--- src/rtl/muldiv_unit.sv ---
// Iterative MIPS-style HI/LO multiply/divide unit: 32-step shift-add multiply, restoring divide.
// Define MULDIV_FAST_MUL_EN to complete MULT/MULTU in a single cycle (divides stay iterative).
module muldiv_unit (
    input  logic        clk,
    input  logic        rst_n,
    input  logic        start,
    input  logic [1:0]  op,
    input  logic [31:0] srcA,
    input  logic [31:0] srcB,
    input  logic        flush,
    input  logic        hi_we,
    input  logic        lo_we,
    input  logic        hilo_readD,
    output logic [31:0] hi,
    output logic [31:0] lo,
    output logic        busy,
    output logic        done,
    output logic        stall_req
);

    typedef enum logic [1:0] {StIdle, StCalc, StFix} state_e;

    state_e      state_q;
    logic [4:0]  cnt_q;
    logic [63:0] acc_q;
    logic [31:0] opnd_q;
    logic        is_div_q;
    logic        dz_q;
    logic        neg_lo_q;
    logic        neg_hi_q;
    logic [31:0] hi_q;
    logic [31:0] lo_q;
    logic        done_q;

    logic        is_signed;
    logic        a_neg;
    logic        b_neg;
    logic [31:0] a_abs;
    logic [31:0] b_abs;
    logic        div_zero;

    always_comb begin
        is_signed = ~op[0];
        a_neg     = is_signed & srcA[31];
        b_neg     = is_signed & srcB[31];
        a_abs     = a_neg ? (~srcA + 32'd1) : srcA;
        b_abs     = b_neg ? (~srcB + 32'd1) : srcB;
        div_zero  = op[1] & (srcB == 32'd0);
    end

    // One radix-2 step for each algorithm; acc_q holds {partial, multiplier} or {rem, quot}.
    logic [32:0] mul_sum;
    logic [63:0] mul_next;
    logic [32:0] div_tmp;
    logic [32:0] div_diff;
    logic        div_ge;
    logic [63:0] div_next;

    always_comb begin
        mul_sum  = {1'b0, acc_q[63:32]} + {1'b0, opnd_q};
        mul_next = acc_q[0] ? {mul_sum, acc_q[31:1]} : {1'b0, acc_q[63:1]};
        div_tmp  = acc_q[63:31];
        div_ge   = div_tmp >= {1'b0, opnd_q};
        div_diff = div_tmp - {1'b0, opnd_q};
        div_next = div_ge ? {div_diff[31:0], acc_q[30:0], 1'b1}
                          : {div_tmp[31:0], acc_q[30:0], 1'b0};
    end

    logic [63:0] prod_fix;
    logic [31:0] quot_fix;
    logic [31:0] rem_fix;
    logic [31:0] fix_hi;
    logic [31:0] fix_lo;

    always_comb begin
        prod_fix = neg_lo_q ? (~acc_q + 64'd1) : acc_q;
        quot_fix = neg_lo_q ? (~acc_q[31:0] + 32'd1) : acc_q[31:0];
        rem_fix  = neg_hi_q ? (~acc_q[63:32] + 32'd1) : acc_q[63:32];
        if (dz_q) begin
            fix_hi = acc_q[63:32];
            fix_lo = acc_q[31:0];
        end else if (is_div_q) begin
            fix_hi = rem_fix;
            fix_lo = quot_fix;
        end else begin
            fix_hi = prod_fix[63:32];
            fix_lo = prod_fix[31:0];
        end
    end

    logic        fast_mul;
    logic [63:0] fast_prod;
`ifdef MULDIV_FAST_MUL_EN
    logic [63:0] ext_a;
    logic [63:0] ext_b;
    always_comb begin
        ext_a     = {{32{is_signed & srcA[31]}}, srcA};
        ext_b     = {{32{is_signed & srcB[31]}}, srcB};
        // Low 64 bits of the extended product are exact for both signed and unsigned.
        fast_prod = ext_a * ext_b;
        fast_mul  = ~op[1];
    end
`else
    assign fast_mul  = 1'b0;
    assign fast_prod = 64'd0;
`endif

    always_ff @(posedge clk or negedge rst_n) begin
        if (!rst_n) begin
            state_q  <= StIdle;
            cnt_q    <= 5'd0;
            acc_q    <= 64'd0;
            opnd_q   <= 32'd0;
            is_div_q <= 1'b0;
            dz_q     <= 1'b0;
            neg_lo_q <= 1'b0;
            neg_hi_q <= 1'b0;
            hi_q     <= 32'd0;
            lo_q     <= 32'd0;
            done_q   <= 1'b0;
        end else begin
            done_q <= 1'b0;
            if (flush) begin
                state_q <= StIdle;
            end else begin
                unique case (state_q)
                    StIdle: begin
                        if (start && fast_mul) begin
                            hi_q   <= fast_prod[63:32];
                            lo_q   <= fast_prod[31:0];
                            done_q <= 1'b1;
                        end else if (start) begin
                            state_q  <= div_zero ? StFix : StCalc;
                            cnt_q    <= 5'd0;
                            is_div_q <= op[1];
                            dz_q     <= div_zero;
                            neg_lo_q <= a_neg ^ b_neg;
                            neg_hi_q <= a_neg;
                            if (div_zero) begin
                                acc_q <= {srcA, 32'hFFFF_FFFF};
                            end else if (op[1]) begin
                                acc_q  <= {32'd0, a_abs};
                                opnd_q <= b_abs;
                            end else begin
                                acc_q  <= {32'd0, b_abs};
                                opnd_q <= a_abs;
                            end
                        end else begin
                            if (hi_we) hi_q <= srcA;
                            if (lo_we) lo_q <= srcA;
                        end
                    end
                    StCalc: begin
                        acc_q <= is_div_q ? div_next : mul_next;
                        if (cnt_q == 5'd31) begin
                            state_q <= StFix;
                        end else begin
                            cnt_q <= cnt_q + 5'd1;
                        end
                    end
                    StFix: begin
                        hi_q    <= fix_hi;
                        lo_q    <= fix_lo;
                        done_q  <= 1'b1;
                        state_q <= StIdle;
                    end
                    default: state_q <= StIdle;
                endcase
            end
        end
    end

    assign hi        = hi_q;
    assign lo        = lo_q;
    assign busy      = (state_q != StIdle);
    assign done      = done_q;
    assign stall_req = busy & (hilo_readD | start | hi_we | lo_we);

endmodule

--- config.mk ---
export PLATFORM = sky130hd
export DESIGN_NAME = muldiv_unit
export DESIGN_NICKNAME = d
export VERILOG_FILES = /design/src/rtl/muldiv_unit.sv
export SDC_FILE = /design/constraint.sdc
export NUM_CORES = 1
export LEC_CHECK = 0
export ABC_AREA = 1
export CAP_MARGIN = 0
export CORE_ASPECT_RATIO = 0.9
export CORE_MARGIN = 2
export CORE_UTILIZATION = 40
export CTS_CLUSTER_SIZE = 20
export DETAILED_ROUTE_END_ITERATION = 16
export SKIP_CTS_REPAIR_TIMING = 1
export SLEW_MARGIN = 40
export SYNTH_ARGS = -nofsm -noshare
export SYNTH_HDL_FRONTEND = slang
export SYNTH_SLANG_ARGS = --single-unit
export TNS_END_PERCENT = 20
--- constraint.sdc ---
create_clock -name clk -period 4.6 [get_ports clk]
set_input_delay 0.92 -clock clk [delete_from_list [all_inputs] [get_ports clk]]
set_output_delay 0.92 -clock clk [all_outputs]
set_load 0.02 [all_outputs]
==> impl_summary.log <==
[metrics] count of flip-flops with a built-in enable after synthesis: 0
[metrics] mean routed wirelength per cell: 25.0 um
[metrics] # DRC: 0
[metrics] portion of the post-synthesis area used by sequential elements: 0.226
[metrics] TritonCTS clock tree: built
[metrics] wire length after detailed routing: 100 mm
[metrics] iteration-0 DRC count of the detailed router: 3162
[metrics] clk_skew: 12.4 ps
[metrics] startpoint class of the critical path: register
[metrics] final setup margin: 868 ps
[metrics] transition time of the tightest slew-check pin: 874 ps
[metrics] number of fill cells in the layout: 5108
[metrics] io pins: 140
[metrics] routed length on met3: 12.2 mm
[metrics] overall routing resource usage: 0.405
[metrics] port bufs: 139
[metrics] synthesis warning total: 0
[metrics] placement row count: 75
[metrics] Setup Slack @ Placement: 864 ps
[metrics] number of storage elements in the synthesis netlist: 172
[metrics] 1st-pass router iterations: 6
[metrics] full die area: 49400 um2
[metrics] antenna-violating nets left: 0
[metrics] per-instance average area after synthesis: 5.76 um2
[metrics] Max Transition Viols Final: 0
[metrics] WP data required: 4950 ps
[metrics] number of buffers between clock root and the deepest sink: 2
[metrics] Final Setup Violations: 0
[metrics] most prevalent standard cell on the critical path: sky130_fd_sc_hd__nand2_1
[metrics] height of the die: 211 um
[metrics] post-synth top area cell: sky130_fd_sc_hd__dfrtp_1
[metrics] buffer and inverter count on the worst path: 1
[metrics] cells taking the most area after synthesis: sky130_fd_sc_hd__dfrtp_1 23%, sky130_fd_sc_hd__nand2_1 20%, sky130_fd_sc_hd__nand3_1 8.2%
[metrics] vias post-DR: 23.6k
[metrics] effective utilization at floorplan: 0.407
[metrics] area occupied by multi-input gates: 12600 um2
[metrics] Max stage delay cell, worst path: sky130_fd_sc_hd__nand3_1
[metrics] number of failing hold endpoints at the final stage: 0
[metrics] vias per inst: 5.88
[metrics] Tmin final: 3730 ps
[metrics] detailed placement HPWL: 81.7 mm
[metrics] vias in the first global route: 21.8k
[metrics] fmax: 0.268 GHz
[metrics] Max FO, Critical Path: 30
[metrics] crit-path max cell delay: 550 ps
[metrics] most frequent cells after synthesis: 1028 x sky130_fd_sc_hd__nand2_1, 401 x sky130_fd_sc_hd__nor2_1, 396 x sky130_fd_sc_hd__inv_1
[metrics] fraction of layout cells with a size suffix above 1: 0.0486
[metrics] sequential standard cell area: 4310 um2
[metrics] setup repair after global routing missed its margin: no
[metrics] category of cells accounting for the largest share of critical-path delay: simple AND/OR/NAND/NOR gates
[metrics] Post-Syn Nets: 3452
[metrics] count of nets after finishing: 3529
[metrics] signed area change from the synthesized netlist to the final layout: 13.5%
[metrics] number of clock buffers inserted by TritonCTS: 17
[metrics] Synth Instances: 3307
[metrics] total power divided by cell area: 476 nW/um2
[metrics] largest net degree at the start of global routing: 96
[metrics] final weighted congestion in routability-driven placement: 1.06
[metrics] arrival time of data at the critical path endpoint: 4090 ps
[metrics] IR Drop Worst-Case VDD: 243 uV
[metrics] wire length of the first global-routing pass: 145 mm
[metrics] FFs w/ async S/R, synth: 1.00
[metrics] CTS sink count: 172
[metrics] type of the tightest min-delay check: input pin to asynchronous set/reset pin
[metrics] share of the cycle needed by the critical path after routing: 0.811
[metrics] most frequent cell after synthesis: sky130_fd_sc_hd__nand2_1
[metrics] count of unique library cells instantiated by Yosys: 58
[metrics] Clk Tree Root Cell: sky130_fd_sc_hd__clkbuf_16
[metrics] most common flop cell mapped by yosys: sky130_fd_sc_hd__dfrtp_1
[metrics] max layer used: met5
[metrics] Routed met2 length: 40.4 mm
[metrics] clock-pin slew reported for the worst setup and hold paths after clock tree synthesis: 80 ps
[metrics] setup TNS after final layout: 0 ps
[metrics] type of destination of the critical path: register
[metrics] Max-cap violations: 0
[metrics] source-to-sink clock delay at the later pin of the worst-skew pair: 470 ps
[metrics] static leakage power: 0.0107 uW
[metrics] core footprint: 46800 um2
[metrics] critical path cell sequence: inv_1 > ha_1 > nand2_1 > nor2_1 > nand4_1 > nor2_4 > nor2_4 > nand2_4 > nand3_1 > nand3_1 > nand2_1 > nand2_1 > nand2_1
[metrics] routed metal-1 wire length: 42.6 mm
[metrics] classification of the worst setup path: register to register
[metrics] chip width: 234 um
[metrics] CTS H-tree depth: 4
[metrics] total grt overflow: 0
[metrics] portion of synthesized cell area occupied by the leading cell type: 0.226
[metrics] post-synth design cell area: 19000 um2
[metrics] number of antenna violations at the first check in global routing: 6
[metrics] Slew Limit Headroom: 0.411
[metrics] run status: finished clean
-- layout make-up --
class | count | share of cell area
multi-input cells | 2604 | 0.585
flip-flops and latches | 172 | 0.199
repair buffers | 183 | 0.0815
inverters | 406 | 0.0711
well taps | 616 | 0.0356
clock buffers | 17 | 0.0197
clock inverters | 15 | 0.00787
diodes | 2 | 0.000231
-- worst reg2reg max path, delay by kind of cell, from the launching register on --
kind	cells	cell delay (ps)
buf+inv	1	200
simple gates	11	2490
flops	1	530
fa+ha+maj	1	410
-- per-stage QoR --
| step | area [um2] | power, uW | std cells | hold slack (ps) | util |
|---|---|---|---|---|---|
| finish | 21600 | 10300 | 4015 | 310 | 0.462 |
| CTS | 21600 | 10100 | 4012 | 493 | 0.461 |
| global placement | 21000 | 8480 | 3980 | 466 | 0.448 |
| detailed placement | 21000 | 8500 | 3980 | 473 | 0.448 |
| global route | 21600 | 10900 | 4013 | 314 | 0.462 |
| floorplan | 19000 | 6080 | 3307 | 472 | - |
-- power by group --
group / switching [uW] / internal [uW]
combinational: 4360 / 1930
sequential: 564 / 1880
clock: 783 / 780
total: 5710 / 4590
-- cell usage in the layout, fill, tap and decap left out, types with 12 or more instances in the layout --
master	n
sky130_fd_sc_hd__nor2_2	12
sky130_fd_sc_hd__or2_2	21
sky130_fd_sc_hd__clkdlybuf4s50_1	137
sky130_fd_sc_hd__nand4_1	42
sky130_fd_sc_hd__buf_4	40
sky130_fd_sc_hd__nand3_1	311
sky130_fd_sc_hd__o22ai_1	21
sky130_fd_sc_hd__o211ai_1	16
sky130_fd_sc_hd__clkbuf_16	17
sky130_fd_sc_hd__a21oi_1	225
sky130_fd_sc_hd__o21ai_0	199
sky130_fd_sc_hd__nor2_1	398
sky130_fd_sc_hd__a2bb2oi_1	14
sky130_fd_sc_hd__inv_1	395
sky130_fd_sc_hd__xnor2_1	24
sky130_fd_sc_hd__xor2_1	41
sky130_fd_sc_hd__nand2_1	1028
sky130_fd_sc_hd__a31oi_1	29
sky130_fd_sc_hd__ha_1	70
sky130_fd_sc_hd__dfrtp_1	171
sky130_fd_sc_hd__o21bai_1	16
sky130_fd_sc_hd__nor3_1	38
-- cells by family (layout without fill, tap and decap cells) --
group | count (synthesis) | count (layout) | share of synthesized area
and+or+nand+nor | 1892 | 1892 | 0.416
xor gates and xnor gates | 65 | 65 | 0.0299
adders and majority gates | 72 | 72 | 0.0481
other | 0 | 2 | 0
muxes | 1 | 1 | 0.000526
DFF | 172 | 172 | 0.226
AOI/OAI and AO/OA | 574 | 574 | 0.168
buffers and inverters | 531 | 621 | 0.111
-- routing by layer --
layer | track usage | up-vias
met2 | 0.574 | 1380
met1 | 0.574 | 11092
met3 | 0.102 | 271
met5 | 0 | -
li1 | - | 10858
met4 | 0.183 | 6
-- state kept, by name, indices dropped and copies added, names as in the netlist, 2 cells and up --
| register | cells |
|---|---|
| acc_q | 64 |
| cnt_q | 5 |
| lo | 32 |
| hi | 32 |
| state_q | 2 |
| opnd_q | 32 |
-- worst paths after layout --
path,to,depth (start not counted),from,slack (ps)
worst min register to register,hi[7]$_DFFE_PN0P_,2,hi[7]$_DFFE_PN0P_,490
min in group clk,hi[7]$_DFFE_PN0P_,2,hi[7]$_DFFE_PN0P_,490
worst min-delay path,hi[27]$_DFFE_PN0P_,1,rst_n,310
worst max-delay path,acc_q[52]$_DFFE_PN0P_,13,opnd_q[6]$_DFFE_PN0P_,870
max in group asynchronous,acc_q[15]$_DFFE_PN0P_,3,rst_n,3200
worst max register to register,acc_q[52]$_DFFE_PN0P_,13,opnd_q[6]$_DFFE_PN0P_,870
Power figures use the tool's default switching activity.
